`src/rtl/cpu_fetch.sv`:
```
// cpu_fetch: multicycle instruction-fetch / PC stage feeding cpu_control.
// Fetches one 32-bit word per instruction, hands it to decode with a
// valid/ready handshake, waits for retire and applies the branch outcome.
// Optional feature: define FETCH_TIMEOUT_EN to enable the imem ack watchdog.
module cpu_fetch #(
   parameter logic [63:0] RESET_PC       = 64'h0,
   parameter int unsigned TIMEOUT_CYCLES = 16
) (
   input  logic        clk,
   input  logic        reset,
   output logic        imem_req,
   output logic [63:0] imem_addr,
   input  logic        imem_ack,
   input  logic [31:0] imem_rdata,
   output logic [31:0] inst_out,
   output logic [63:0] pc_out,
   output logic        inst_valid,
   input  logic        inst_ready,
   input  logic        retire,
   input  logic        br_uncond,
   input  logic        br_zero,
   input  logic        br_nonzero,
   input  logic        alu_zero,
   output logic        halted,
   output logic        fault
);

   typedef enum logic [2:0] {
      S_FETCH,
      S_WAIT_MEM,
      S_ISSUE,
      S_EXEC,
      S_HALT,
      S_FAULT
   } state_t;

   state_t      r_state;
   state_t      w_state_next;

   logic [63:0] r_pc;
   logic [63:0] r_imem_addr;
   logic [63:0] r_pc_out;
   logic [31:0] r_inst;
   logic        r_imem_req;
   logic        r_inst_valid;
   logic        r_halted;

   logic        w_is_halt;
   logic        w_taken;
   logic        w_timeout;
   logic [63:0] w_off_b;
   logic [63:0] w_off_cb;
   logic [63:0] w_pc_next;

   // HALT is the all-ones 11-bit opcode field.
   assign w_is_halt = (imem_rdata[31:21] == 11'h7FF);

   // Branch offsets: word offsets sign-extended to 64 bits, scaled by 4.
   assign w_off_b  = {{36{r_inst[25]}}, r_inst[25:0], 2'b00};
   assign w_off_cb = {{43{r_inst[23]}}, r_inst[23:5], 2'b00};
   assign w_taken  = br_uncond | (br_zero & alu_zero) | (br_nonzero & ~alu_zero);

`ifdef FETCH_TIMEOUT_EN
   logic [31:0] r_tcnt;
   logic        r_fault;

   // An ack arriving on the limit cycle takes priority over the timeout.
   assign w_timeout = (r_state == S_WAIT_MEM) && !imem_ack &&
                      (r_tcnt == TIMEOUT_CYCLES - 32'd1);

   // Watchdog: counts WAIT_MEM cycles, held at zero in every other state.
   always_ff @(posedge clk) begin
      if (reset) begin
         r_tcnt  <= '0;
         r_fault <= 1'b0;
      end else begin
         if (r_state != S_WAIT_MEM) begin
            r_tcnt <= '0;
         end else begin
            r_tcnt <= r_tcnt + 32'd1;
         end
         if (w_timeout) begin
            r_fault <= 1'b1;
         end
      end
   end

   assign fault = r_fault;
`else
   logic w_unused_timeout;
   assign w_unused_timeout = ^TIMEOUT_CYCLES;
   assign w_timeout        = 1'b0;
   assign fault            = 1'b0;
`endif

   // Next PC after retire: fall-through unless the branch is taken.
   always_comb begin
      w_pc_next = r_pc_out + 64'd4;
      if (w_taken) begin
         if (br_uncond) begin
            w_pc_next = r_pc_out + w_off_b;
         end else begin
            w_pc_next = r_pc_out + w_off_cb;
         end
      end
   end

   // Next-state logic for the fetch sequencer.
   always_comb begin
      w_state_next = r_state;
      case (r_state)
         S_FETCH: begin
            w_state_next = S_WAIT_MEM;
         end
         S_WAIT_MEM: begin
            if (imem_ack) begin
               w_state_next = w_is_halt ? S_HALT : S_ISSUE;
            end else if (w_timeout) begin
               w_state_next = S_FAULT;
            end
         end
         S_ISSUE: begin
            if (inst_ready) begin
               w_state_next = S_EXEC;
            end
         end
         S_EXEC: begin
            if (retire) begin
               w_state_next = S_FETCH;
            end
         end
         default: begin
            w_state_next = r_state;
         end
      endcase
   end

   // State register.
   always_ff @(posedge clk) begin
      if (reset) begin
         r_state <= S_FETCH;
      end else begin
         r_state <= w_state_next;
      end
   end

   // Datapath and registered handshake outputs, updated per state.
   always_ff @(posedge clk) begin
      if (reset) begin
         r_pc         <= RESET_PC;
         r_imem_addr  <= RESET_PC;
         r_imem_req   <= 1'b0;
         r_inst       <= '0;
         r_pc_out     <= '0;
         r_inst_valid <= 1'b0;
         r_halted     <= 1'b0;
      end else begin
         case (r_state)
            S_FETCH: begin
               r_imem_req  <= 1'b1;
               r_imem_addr <= r_pc;
            end
            S_WAIT_MEM: begin
               if (imem_ack) begin
                  r_inst     <= imem_rdata;
                  r_pc_out   <= r_pc;
                  r_imem_req <= 1'b0;
                  if (w_is_halt) begin
                     r_halted <= 1'b1;
                  end else begin
                     r_inst_valid <= 1'b1;
                  end
               end else if (w_timeout) begin
                  r_imem_req <= 1'b0;
               end
            end
            S_ISSUE: begin
               if (inst_ready) begin
                  r_inst_valid <= 1'b0;
               end
            end
            S_EXEC: begin
               if (retire) begin
                  r_pc <= w_pc_next;
               end
            end
            default: begin
            end
         endcase
      end
   end

   assign imem_req   = r_imem_req;
   assign imem_addr  = r_imem_addr;
   assign inst_out   = r_inst;
   assign pc_out     = r_pc_out;
   assign inst_valid = r_inst_valid;
   assign halted     = r_halted;

endmodule

```
`config.mk`:
```
export PLATFORM = sky130hd
export DESIGN_NAME = cpu_fetch
export DESIGN_NICKNAME = d
export VERILOG_FILES = /design/src/rtl/cpu_fetch.sv
export SDC_FILE = /design/constraint.sdc
export NUM_CORES = 1
export LEC_CHECK = 0
export BUFFER_PORTS_ARGS = -buffer_cell sky130_fd_sc_hd__buf_2
export CAP_MARGIN = 20
export CORE_UTILIZATION = 50
export CTS_BUF_LIST = sky130_fd_sc_hd__clkbuf_4 sky130_fd_sc_hd__clkbuf_8 sky130_fd_sc_hd__clkbuf_16
export CTS_CLUSTER_SIZE = 14
export DETAILED_ROUTE_END_ITERATION = 10
export PLACE_DENSITY = 0.81
export SLEW_MARGIN = 15
export SYNTH_ARGS = -nofsm -noshare
export SYNTH_HDL_FRONTEND = slang
export SYNTH_SLANG_ARGS = --single-unit
```
`constraint.sdc`:
```
create_clock -name clk -period 4.3 [get_ports clk]
set_input_delay 1.075 -clock clk [delete_from_list [all_inputs] [get_ports clk]]
set_output_delay 1.075 -clock clk [all_outputs]
set_load 0.02 [all_outputs]
```
==> metrics.csv <==
stage,metric,value,unit
status,run status,finished clean,
placement,Cells after DPL,2195,
timing,post-route clock period utilization,0.960,
timing,worst-margin pin slew,1.12,ns
timing,worst clock skew,0.0270,ns
clocking,CTS Buffer Depth,3,
finish,Area Growth Syn to Fin,21.4,%
finish,fraction of the core area covered by cells at the end of the flow,0.619,
die,core region area,24200,µm²
die,boundary pin count,205,
flow_run,Max Cap Violations,0,
finish,diode insertion count for antenna repair,0,
global_routing,initial antenna violation count,0,
clocking,clock latency of the later-clocked register in the worst-skew pair,0.54,ns
synth,gate count after technology mapping,1685,
clocking,CTS tree,done,
placement,Detailed Place HPWL,29.7,mm
clocking,Worst-path clk slew,0.06,ns
worst_setup_path,CP Data Required Time,4.73,ns
timing,fin worst setup slack,0.171,ns
timing,RSZ-0062 raised after global routing,yes,
worst_setup_path,CP Capture Type,register,
timing,final setup TNS,0,ns
finish,highest-count cells in the layout ignoring fill and taps,"453 x nand2_1, 230 x a21oi_1, 230 x dfxtp_1",
routing,detailed router's first-iteration violation count,1148,
pwr,Power per Cell Area,317,nW/µm²
global_routing,Global Route Usage Sum,0.314,
timing,worst hold slack across all endpoints,0.451,ns
synth,Syn Std Cell Area,12400,µm²
placement,Final GP Congestion,0.970,
synth,flop and latch count out of synthesis,230,
synth,Ys Warns,0,
synth,portion of the post-synthesis area used by sequential elements,0.373,
worst_setup_path,kind of launch point of the worst setup path,input port,
die,chip height,159,µm
timing,minimum clock period,4.13,ns
routing,routed wire length per instance,18.3,µm
timing,relative slew slack,0.254,
routing,via-per-instance ratio,5.85,
finish,share of cells above drive strength 1,0.206,
worst_setup_path,cell repeated most along the worst path,buf_4,
synth,post-synthesis cell type count,82,
die,Die X-Extent,159,µm
timing,number of endpoints failing setup at the final stage,0,
finish,final net count,1963,
clocking,total clock buffers created by CTS,23,
timing,"Hold Violations, Final",0,
routing,number of antenna-violating nets in the routed design,0,
die,Die Outline Area,25300,µm²
global_routing,vias in the first global route,12341,
routing,first-pass detailed-route iteration total,6,
synth,Synth Area per Inst,7.33,µm²
global_routing,global-route wire length before repair,65.4,mm
worst_setup_path,peak per-stage delay on the critical path,0.41,ns
synth,share of async-settable or async-resettable flops after synthesis,0,
global_routing,remaining global-route overflow,0,
worst_hold_path,class of the tightest hold or removal check,reg2reg,
placement,number of buffer cells added on primary ports,203,
worst_setup_path,crit-path max FO,10,
placement,post-placement setup slack,-0.848,ns
clocking,post-cts hold buffer count,0,
synth,syn_nets,1752,
pwr,static leakage power,6.21,nW
finish,non-filler instance count after layout,2237,
worst_setup_path,class of the most critical setup path,in2reg,
timing,number of max-slew violations in the final report,0,
worst_setup_path,sequence of cells on the critical path,buf_2 > mux2i_1 > buf_4 > buf_4 > nor3_1 > a21oi_1 > ha_1 > inv_1 > fa_1 > nor2b_1 > o2111a_1 > o31ai_1 > a31o_2 > a2111oi_4 > nor2_1 > or4_1 > a41oi_1,
finish,"most common cell after layout, fill and taps aside",nand2_1,
routing,post-detailed-route DRC marker count,0,
routing,Post-Route WL,40.9,mm
worst_setup_path,"Arr. time, crit path",4.56,ns
timing,maximum clock frequency,242,MHz
die,Std-Cell Rows,57,
clocking,H-tree level count,1,
worst_setup_path,critical path's slowest cell,or4_1,
clocking,Root Buffer,clkbuf_16,
clocking,number of sinks handled by clock tree synthesis,230,
pwr,worst voltage drop across the vdd grid,308,µV
routing,number of vias in the routed layout,13095,
synth,most common flop cell mapped by yosys,dfxtp_1,
global_routing,pin count of the biggest net entering global routing,98,
synth,Post-synth EDFFs,0,
die,initial cell density of the core,0.510,
## registers in the layout, summed over array words and instances, names as in the netlist
name / cells
halted: 1
imem_addr: 64
imem_req: 1
inst_out: 32
inst_valid: 1
pc_out: 64
r_pc: 64
r_state: 3
## cells in the mapped netlist, drive strengths merged, types with 13 or more instances
master	number	area, µm²
a21o	16	120
nand3	52	260
a21oi	231	1170
and3	27	169
a211oi	13	97.6
inv	18	67.6
and2	15	93.8
buf	27	141
o21ai	48	240
clkbuf	105	394
nor3	44	220
nand4	26	163
nor4	21	153
ha	25	313
or3	14	87.6
xnor2	35	307
dfxtp	230	4600
o211ai	17	133
nor2	69	259
a22o	17	149
nand2	455	1710
## report_power, final
| group | internal, W | switching [W] |
|---|---|---|
| clock network | 0.00129 | 0.000862 |
| registers | 0.00215 | 0.0000261 |
| logic | 0.000125 | 0.000303 |
| total | 0.00357 | 0.00119 |
## worst paths after layout
path,slack (ns),endpoint,cells after the start,from
worst min-delay path,0.45,imem_addr[42],2,imem_addr[42]
worst max register to register,0.77,r_pc[51],15,inst_out[23]
worst max-delay path,0.17,r_pc[60],17,alu_zero
worst min register to register,0.45,imem_addr[42],2,imem_addr[42]
## routing by layer
layer	track usage	routed length, µm
met3	0.0511	3070
met4	0.0883	976
met2	0.515	18600
met5	0	0
met1	0.425	18200
## stage by stage
stage / area [µm²] / total power (W)
after floorplan: 12400 / 0.00249
after global placement: 14200 / 0.00264
after detailed placement: 14200 / 0.00265
after CTS: 15000 / 0.00478
after global routing: 15000 / 0.00491
final: 15000 / 0.00476
## cell families (layout without fill, tap and decap cells)
logic type	count (synthesis)	after routing	share of synthesized area
other	1	1	0.000303
AOI/OAI and AO/OA	449	449	0.228
adders and majority gates	27	27	0.0277
xor gates and xnor gates	42	42	0.0298
buffers and inverters	150	378	0.0488
muxes	14	14	0.0118
and+or+nand+nor	772	772	0.281
DFF	230	230	0.373
## critical path: cells and delay by family
family          cells  cell delay [ns]
compound gates      6             1.46
buf+inv             4             0.54
mux                 1             0.18
simple gates        4             0.76
fa+ha+maj           2             0.56
## cell type report
| type | instances | area, µm² |
|---|---|---|
| Tap cell | 324 | 405 |
| Timing Repair Buffer | 318 | 1910 |
| Multi-Input combinational cell | 1305 | 7200 |
| Inverter | 18 | 67.6 |
| Sequential cell | 230 | 4600 |
| Clock inverter | 10 | 135 |
| Fill cell | 2234 | 9250 |
| Clock buffer | 32 | 681 |
## what timing repair did
| item | in CTS | in global routing |
|---|---|---|
| setup endpoints to repair | 28 | 3 |
| gates resized for setup | 2 | 2 |
| setup buffers | 0 | 0 |
| pin swaps | 0 | 0 |
Note: power is estimated with default switching activity, not from simulation.
